### src/rtl/lsu_mem_stage_pkg.sv
// lsu_mem_stage_pkg: shared types and helpers for the rv32 memory-access stage
package lsu_mem_stage_pkg;

    typedef enum logic [1:0] {DB, DH, DW} dw_t;

    typedef enum logic [1:0] {IDLE, ISSUE, WAIT, RESP} lsu_state_t;

    typedef struct packed {
        logic        load;
        logic        store;
        logic        sign;
        dw_t         dw;
        logic [1:0]  off;
        logic [4:0]  rd;
        logic [31:0] wdata;
    } lsu_req_t;

    function automatic logic misaligned(dw_t dw, logic [1:0] off);
        return (dw == DH && off[0]) || (dw == DW && off != 2'b00);
    endfunction

endpackage

### src/rtl/lsu_mem_stage_align.sv
// lsu_align: store lane steering/strobes and load shift/extend, shared by both paths
module lsu_align
    import lsu_mem_stage_pkg::*;
(
    input  logic [1:0]  dw,
    input  logic        sign,
    input  logic [1:0]  off,
    input  logic [31:0] wdata,
    input  logic [31:0] rdata,
    output logic [3:0]  we,
    output logic [31:0] lane_wdata,
    output logic [31:0] load_data
);

    logic [31:0] sh;

    assign sh = rdata >> {off, 3'b000};

    always_comb begin
        we         = dw == DB ? 4'b0001 << off : dw == DH ? 4'b0011 << off : 4'hF;
        lane_wdata = dw == DB ? {4{wdata[7:0]}} : dw == DH ? {2{wdata[15:0]}} : wdata;
        load_data  = dw == DB ? {{24{sign & sh[7]}}, sh[7:0]} :
                     dw == DH ? {{16{sign & sh[15]}}, sh[15:0]} : sh;
    end

endmodule

### src/rtl/lsu_mem_stage.sv
// lsu_mem_stage: load/store memory-access stage with alignment check, lane steering and timeout
module lsu_mem_stage
    import lsu_mem_stage_pkg::*;
#(
    parameter int AW      = 32,
    parameter int TIMEOUT = 16
) (
    input  logic          clk,
    input  logic          rst,
    input  logic          req_valid,
    output logic          req_ready,
    input  logic          req_load,
    input  logic          req_store,
    input  logic          req_sign,
    input  logic [1:0]    req_dw,
    input  logic [AW-1:0] req_addr,
    input  logic [31:0]   req_wdata,
    input  logic [4:0]    req_rd,
    output logic          mem_en,
    output logic [3:0]    mem_we,
    output logic [AW-1:0] mem_addr,
    output logic [31:0]   mem_wdata,
    input  logic          mem_rvalid,
    input  logic [31:0]   mem_rdata,
    output logic          rsp_valid,
    input  logic          rsp_ready,
    output logic [4:0]    rsp_rd,
    output logic [31:0]   rsp_data,
    output logic          rsp_misalign,
    output logic          rsp_err
);

    localparam int CW = TIMEOUT > 1 ? $clog2(TIMEOUT) : 1;

    lsu_state_t  state, state_n;
    lsu_req_t    req_in, req_q, sel;
    logic [CW-1:0] cnt;
    logic        accept, fault, timed_out, issue_n, hold, got, mis_n, err_n;
    logic [4:0]  rd_n;
    logic [31:0] data_n, lane_wdata, load_data;
    logic [3:0]  we;

    // load wins when both op bits are set
    assign req_in = '{load: req_load, store: req_store & ~req_load, sign: req_sign,
                      dw: dw_t'(req_dw), off: req_addr[1:0], rd: req_rd, wdata: req_wdata};
    assign accept = req_valid && req_ready && state == IDLE;
    assign fault = (req_in.load || req_in.store) && misaligned(req_in.dw, req_in.off);
    assign timed_out = TIMEOUT != 0 && cnt == CW'(TIMEOUT - 1);
    assign sel = state == IDLE ? req_in : req_q;

    lsu_align u_align (
        .dw        (sel.dw),
        .sign      (sel.sign),
        .off       (sel.off),
        .wdata     (sel.wdata),
        .rdata     (mem_rdata),
        .we        (we),
        .lane_wdata(lane_wdata),
        .load_data (load_data)
    );

    always_ff @(posedge clk) begin
        if (rst)
            state <= IDLE;
        else
            state <= state_n;
    end

    always_comb begin
        state_n = state;
        case (state)
            IDLE:    if (accept) state_n = (fault || !(req_in.load || req_in.store)) ? RESP : ISSUE;
            ISSUE:   state_n = sel.load ? WAIT : RESP;
            WAIT:    if (mem_rvalid || timed_out) state_n = RESP;
            RESP:    if (rsp_ready) state_n = IDLE;
            default: state_n = IDLE;
        endcase
    end

    // response fields are captured on entry to RESP and frozen until rsp_ready
    always_comb begin
        issue_n = state_n == ISSUE;
        hold    = state == RESP && state_n == RESP;
        got     = state == WAIT && mem_rvalid;
        rd_n    = hold ? rsp_rd : got ? sel.rd : 5'd0;
        data_n  = hold ? rsp_data : got ? load_data : 32'd0;
        mis_n   = hold ? rsp_misalign : state == IDLE && state_n == RESP && fault;
        err_n   = hold ? rsp_err : state == WAIT && state_n == RESP && !mem_rvalid;
    end

    always_ff @(posedge clk) begin
        if (rst) begin
            req_ready    <= 1'b0;
            mem_en       <= 1'b0;
            mem_we       <= '0;
            mem_addr     <= '0;
            mem_wdata    <= '0;
            rsp_valid    <= 1'b0;
            rsp_rd       <= '0;
            rsp_data     <= '0;
            rsp_misalign <= 1'b0;
            rsp_err      <= 1'b0;
        end else begin
            req_ready    <= state_n == IDLE;
            mem_en       <= issue_n;
            mem_we       <= issue_n && sel.store ? we : 4'h0;
            mem_addr     <= issue_n ? {req_addr[AW-1:2], 2'b00} : '0;
            mem_wdata    <= issue_n && sel.store ? lane_wdata : 32'd0;
            rsp_valid    <= state_n == RESP;
            rsp_rd       <= rd_n;
            rsp_data     <= data_n;
            rsp_misalign <= mis_n;
            rsp_err      <= err_n;
        end
    end

    always_ff @(posedge clk) begin
        if (accept)
            req_q <= req_in;
        cnt <= state == WAIT ? cnt + 1'b1 : '0;
    end

endmodule

### config.mk
export PLATFORM = sky130hd
export DESIGN_NAME = lsu_mem_stage
export DESIGN_NICKNAME = d
export VERILOG_FILES = /design/src/rtl/lsu_mem_stage_pkg.sv /design/src/rtl/lsu_mem_stage_align.sv /design/src/rtl/lsu_mem_stage.sv
export SDC_FILE = /design/constraint.sdc
export NUM_CORES = 1
export LEC_CHECK = 0
export CORE_ASPECT_RATIO = 2
export CORE_MARGIN = 5
export CORE_UTILIZATION = 45
export CTS_CLUSTER_SIZE = 20
export DETAILED_ROUTE_END_ITERATION = 10
export PLACE_DENSITY = 0.86
export SYNTH_ARGS = -nofsm -noshare
export SYNTH_HDL_FRONTEND = slang
export SYNTH_SLANG_ARGS = --single-unit
### constraint.sdc
create_clock -name clk -period 3.9 [get_ports clk]
set_clock_uncertainty 0.1 [all_clocks]
set_input_delay 0.39 -clock clk [delete_from_list [all_inputs] [get_ports clk]]
set_output_delay 0.39 -clock clk [all_outputs]
set_load 0.02 [all_outputs]
==> run metrics <==
outcome completed; HPWL Detailed roughly 14,000 um; number of hold buffers added after CTS 0; total die area about 0.017 mm^2; kind of critical path register to register; Leakage 3.444 nW; cell count after synthesis 564; clock tree from TritonCTS done; crit path capture type register; area of all sequential standard cells 0.003603 mm^2; routed length per instance between 15 and 20 um; xor-xnor portion of the synthesized cell area less than 1%; clock buffer count from CTS 17; asr flop ratio synth 0%; Die Height about 180 um; wire length of the first global-routing pass 29,440 um; worst skew pair latency 0.42 ns; flop2flop setup slack 0.75 ns; area leader, netlist sky130_fd_sc_hd__dfxtp_1; RSZ-0062 raised after global routing no; Layout fillers around 1,000; share of synthesized area spent on multiplexers about 6.7%; Pre-Repair DR Iteration Count 5; post-layout utilization of the core 66.06%; antenna violations before repair 0; Diodes inserted 0; Initial Utilization 45.83%; Crit. Startpoint state[0]; DR iter-0 viols 234; row cnt between 60 and 70; Sum Neg Setup Slack 0 ns; yosys synthesis warning count 0; Post-Synthesis Cell Area approximately 0.0064 mm^2; top cells by count, synth sky130_fd_sc_hd__dfxtp_1 (114), sky130_fd_sc_hd__nand2_1 (48), sky130_fd_sc_hd__edfxtp_1 (44); number of nets in the final layout 880; number of max-cap violations 0; part of the total power dissipated in sequential elements just under 40%; Worst VDD drop 0.0003456 V; post-CTS repair timing setup buffer count 0; destination of the worst register-to-register timing path rsp_data[22]; Pwr per Cell Area 522.7 mW/mm^2; clock network fraction of design power 33.2%; I/O pin cnt roughly 220; cts repair resizes 0; gpl congestion 0.8176; Tightest Hold Check Type register to register; largest net degree at the start of global routing between 40 and 50; arrival time of the worst setup path about 3.3 ns; adder-cell share of the synthesized area less than 1%; Logic pwr share 27.2%; number of enable flip-flop cells after synthesis 44; number of vias in the routed layout 5,391; CP Max Fanout 29; share of the synthesized area in compound gates (AO/OA/AOI/OAI) between 10% and 20%; period utilization roughly four fifths; grt total ovfl 0; buffer cell driving the clock tree root sky130_fd_sc_hd__clkbuf_16; fraction of the yosys area taken by sequential cells between 50% and 60%; Hold Violations, Final 0; Final Max Slew Viols 0; minimum period implied by the final worst setup slack around 3.1 ns; fraction of layout cells with a size suffix above 1 about 10%; top cells by area, synth sky130_fd_sc_hd__dfxtp_1 (36%), sky130_fd_sc_hd__edfxtp_1 (21%), sky130_fd_sc_hd__and3_1 (4.0%), sky130_fd_sc_hd__a21oi_1 (3.0%), sky130_fd_sc_hd__a211oi_1 (3.0%); area fraction in and, or, nand and nor cells after synthesis around 15%; Reg2Reg Launch Point state[0]; DRC violation count after routing 0; H-Tree Level Count 4; Sinks on Clock Net around 160; Seq cells post-synth approximately 160; largest family of logic cells by synthesized area compound AO/OA/AOI/OAI gates; Slew HR about 30%; internal power consumption ~0.0033 W; transition time at the pin with the least slew margin ~1.1 ns; setup violators final 0; crit path to rsp_data[22]; area used by multi-input combinational logic about 0.0026 mm^2; layout overhead on the synthesized area 44.14%; startpoint class of the critical path register; most used standard cell by instance count after synthesis sky130_fd_sc_hd__dfxtp_1; number of cells on the worst reg-to-reg path 5; post-CTS clock slew at the launch and capture registers of the worst setup and hold paths about 0.070 ns; portion of synthesized cell area occupied by the leading cell type a little over a third; Post-synth top flop sky130_fd_sc_hd__dfxtp_1; number of distinct library cell variants in the gate-level netlist after synthesis 67; number of routed nets with antenna violations 0; count of cells along the worst hold path 2; Fmax achieved between 300 and 400 MHz; required time at the worst-slack endpoint 4.06 ns; area of the core 0.01397 mm^2; ratio of routed vias to standard cells approximately 5.6; number of port buffers between 200 and 250; vias in the first global route ~5,600; NetSw between 0.0015 and 0.002 W; all-layer global routing usage a little under a quarter; switch share about 32%; Avg Synthesized Cell Area roughly 11 um^2; CTS max path bufs 2; wire length reported by the detailed router 19,180 um; floorplan die width 94.34 um
-- state kept, by name, indices dropped and copies added, names as in the netlist --
signal,cells
rsp_rd,5
cnt,4
mem_addr,30
mem_we,4
mem_wdata,32
req_ready,1
rsp_misalign,1
rsp_err,1
rsp_valid,1
rsp_data,32
mem_en,1
state,2
req_q,44
-- power groups by stage --
stage          logic (W)  clock network, W  registers (W)
2_1_floorplan   0.000809                 0        0.00200
4_1_cts          0.00132           0.00162        0.00191
3_3_place_gp     0.00127                 0        0.00194
5_1_grt          0.00141           0.00170        0.00192
6_report         0.00131           0.00160        0.00191
3_5_place_dp     0.00130                 0        0.00194
-- through the flow --
| stage | setup slack, ns | cell area, um^2 | instances | total power, W | hold slack [ns] |
|---|---|---|---|---|---|
| 3_3_place_gp | 0.7608 | 8651 | 934 | 0.003210 | 0.3310 |
| 5_1_grt | 0.3783 | 9226 | 966 | 0.005035 | 0.3727 |
| 4_1_cts | 0.7354 | 9226 | 966 | 0.004844 | 0.3597 |
| 3_5_place_dp | 0.5462 | 8651 | 934 | 0.003248 | 0.3462 |
| 6_report | 0.7521 | 9226 | 966 | 0.004822 | 0.3562 |
| 2_1_floorplan | 0.3620 | 6405 | 565 | 0.002809 | 0.3175 |
-- layout by cell type, fill, tap and decap left out, drive strengths merged, types with 10 or more instances in the layout --
cell           count
nand2             48
nand3             18
edfxtp            44
inv               10
and3              41
dfxtp            114
mux2i             17
a211oi            28
and2              10
clkdlybuf4s50    218
a21oi             40
clkbuf            19
nor2              25
o31ai             20
-- cell families (layout without fill, tap and decap cells) --
| logic type | count (synthesis) | in the layout |
|---|---|---|
| other | 1 | 2 |
| buffers and inverters | 49 | 261 |
| xor gates and xnor gates | 2 | 2 |
| DFF | 158 | 158 |
| AOI/OAI and AO/OA | 143 | 143 |
| muxes | 32 | 32 |
| and+or+nand+nor | 174 | 174 |
| adders and majority gates | 5 | 5 |
-- cell type report --
cell class                 count  area share, %
sequential                   158          39.06
multi-input combinational    358          27.80
timing repair buffer         224          24.14
clock buffer                  19          4.923
tap                          189          2.563
clock inverter                13          1.315
inverter                       5         0.2034
-- metal layers --
metal  track usage, %  vias up  share of wire (%)
met3            8.022       51                8.3
li1                 -     2492                  -
met2            39.83      264                 52
met1            23.97     2584                 35
met4            11.81        0                4.2
met5                0        -                  0
-- critical path: stages (launching register included) --
cell	delay [ns]
sky130_fd_sc_hd__dfxtp_1	0.80
sky130_fd_sc_hd__or2_2	0.64
sky130_fd_sc_hd__a31oi_1	0.17
sky130_fd_sc_hd__buf_4	0.23
sky130_fd_sc_hd__a211oi_2	0.84
sky130_fd_sc_hd__o31ai_1	0.19
-- worst min path at each step --
stage / startpoint / to / slack (ns)
floorplan: cnt[0] / cnt[0] / 0.32
global placement: cnt[0] / cnt[0] / 0.33
detailed placement: rsp_data[17] / rsp_data[17] / 0.35
CTS: rsp_data[17] / rsp_data[17] / 0.36
global route: rsp_data[15] / rsp_data[15] / 0.37
finish: rsp_data[17] / rsp_data[17] / 0.36
Note: power is estimated with default switching activity, not from simulation.
==> RTL edit (config.mk and constraints unchanged) <==
Change the parameter `AW` from 32 to 64.
--- a/src/rtl/lsu_mem_stage.sv
+++ b/src/rtl/lsu_mem_stage.sv
@@ -2,7 +2,7 @@
 module lsu_mem_stage
     import lsu_mem_stage_pkg::*;
 #(
-    parameter int AW      = 32,
+    parameter int AW      = 64,
     parameter int TIMEOUT = 16
 ) (
     input  logic          clk,
Interface: changed (resized mem_addr and req_addr); port bits go from 221 to 285. The function was not compared with the original's and may differ.
==> RTL edit against the unedited design <==
- die area increased by 12%
- core utilization increased by 1.5 points
- routed wire length increased by 13%
- design area increased by 16%
- critical path depth unchanged
- sequential cell count increased by 32
- setup slack got worse by 14 ps
- hold slack got worse by 0.85 ps
- power increased by 11%
- non-clock buffer count increased by 66
- fmax decreased by 0.45%
- count of clock-buffer cells in the layout increased by 4
- synthesized area increased by 14%
- sequential power increased by 19%
- highest routed layer unchanged
==> RTL edit: results <==
flow_run:
  timing.max_cap.violations: 0
detailed_routing:
  viasPerCell: 5.364
  drtIter0Drc: 289
  wl_per_cell_um: 19.78
  first_pass_iters: 5
power_and_ir_drop:
  vdd_drop_max_mv: 0.5438
  power.leakage_nw: 4.127
worst_setup_path:
  arrival_ps: 3330
  reg2reg_slack_ps: 740
  startpoint_type: "flop"
  cp_max_fo: 22
cts:
  numCtsBuffers: 17
  clk_latency_ps: 420
  htree_num_levels: 4
  post_cts_buffers: 0
  clk_path_buf_depth: 2
  ctsRootBufferMaster: "clkbuf_16"
  clk_pin_slew_worst_paths_ps: 70
  ctsResizeCount: 0
global_routing:
  grt_max_degree: 66
  grt_pass1_vias: 6199
  grt_pass1_wl_um: 33350
  grt_usage_pct: 23.02
sta:
  slew_headroom_pct: 18.68
synth:
  async_flop_share_pct: 0
  synthTopCellsByCount: "146 x dfxtp_1, 62 x and3_1, 44 x edfxtp_1"
  yosysWarnings: 0
  synth_area_leaders: "dfxtp_1 40%, edfxtp_1 18%, and3_1 5.3%"
  synthFlopType: "dfxtp_1"
  seq_area_frac_synth_pct: 58.36
  synth_cell_types: 58
  synth_enable_flop_cells: 44
final_layout:
  nets: 1033
  reg_top3: "mem_addr: 62 flops, req_q: 44 flops"
  drive_gt1_share_pct: 9.800
min_path:
  hp-class: "flop to flop"
placed_design:
  dp_hpwl_um: 16490
  gp_congestion: 0.8622
  port_buffers: 282
status:
  status: "finished, final reports clean"
RTL edit: changes by cell type after synthesis, moves of 9 or more:
cell and delta:
nand2_1 -14, and3_1 +21, a31oi_1 +9, inv_1 +10, a21oi_1 -14, dfxtp_1 +32
RTL edit: worst max-delay path: stages, from the launching register on:
cell and delay [ps]:
dfxtp_1 490, or2_1 630, a31oi_1 730, nor2_1 180, nor3_4 690, o31ai_1 190
RTL edit: report_power, final:
part,total [W],internal [W],leakage (nW),switching [W]
registers,0.00227,0.00219,1.58,0.0000766
logic,0.00149,0.000636,2.29,0.000852
clock network,0.00158,0.000869,0.254,0.000712
RTL edit: layout make-up:
| cell class | count | area (um^2) |
|---|---|---|
| Clock buffer | 23 | 479.2 |
| Timing Repair Buffer | 290 | 2883 |
| Tap cell | 201 | 251.5 |
| Inverter | 14 | 52.55 |
| Antenna cell | 1 | 2.502 |
| Multi-Input combinational cell | 372 | 2744 |
| Fill cell | 1190 | 5144 |
| Clock inverter | 9 | 58.81 |
| Sequential cell | 190 | 4244 |
RTL edit: final timing paths:
kind	startpoint	to	cells past startpoint
worst max-delay path	state[0]	rsp_data[20]	5
worst min-delay path	rsp_data[19]	rsp_data[19]	2
worst max register to register	state[0]	rsp_data[20]	5
worst min register to register	rsp_data[19]	rsp_data[19]	2
RTL edit: logic make-up after synthesis:
group	count (synthesis)	share of synthesized area, %
flip-flops	190	58.36
multiplexers	41	7.450
other	1	0.05157
XOR/XNOR	2	0.2409
buffers and inverters	64	4.405
AO/OA/AOI/OAI	131	13.90
AND/OR/NAND/NOR	191	14.73
adder cells (fa/ha/maj)	5	0.8603
RTL edit: metrics by stage:
| step | utilization [%] | hold WS (ps) | cells | cell area (um^2) | worst slack (ps) |
|---|---|---|---|---|---|
| final | 67.57 | 355.4 | 1100 | 10720 | 737.8 |
| after floorplan | - | 317.5 | 626 | 7276 | 368.9 |
| after global routing | 67.55 | 389.5 | 1099 | 10710 | 511.0 |
| after CTS | 67.55 | 358.0 | 1099 | 10710 | 745.3 |
| after global placement | 64.16 | 332.1 | 1067 | 10170 | 688.0 |
| after detailed placement | 64.16 | 346.4 | 1067 | 10170 | 577.1 |
RTL edit: routing by layer:
layer | routed length, um | global-route usage (%) | vias up | share of wire, %
met3 | 1745 | 7.413 | 52 | 8.0
met4 | 804 | 10.84 | 0 | 3.7
met5 | 0 | 0 | - | 0
met2 | 12260 | 43.80 | 264 | 56
li1 | - | - | 2801 | -
met1 | 6946 | 21.45 | 2783 | 32
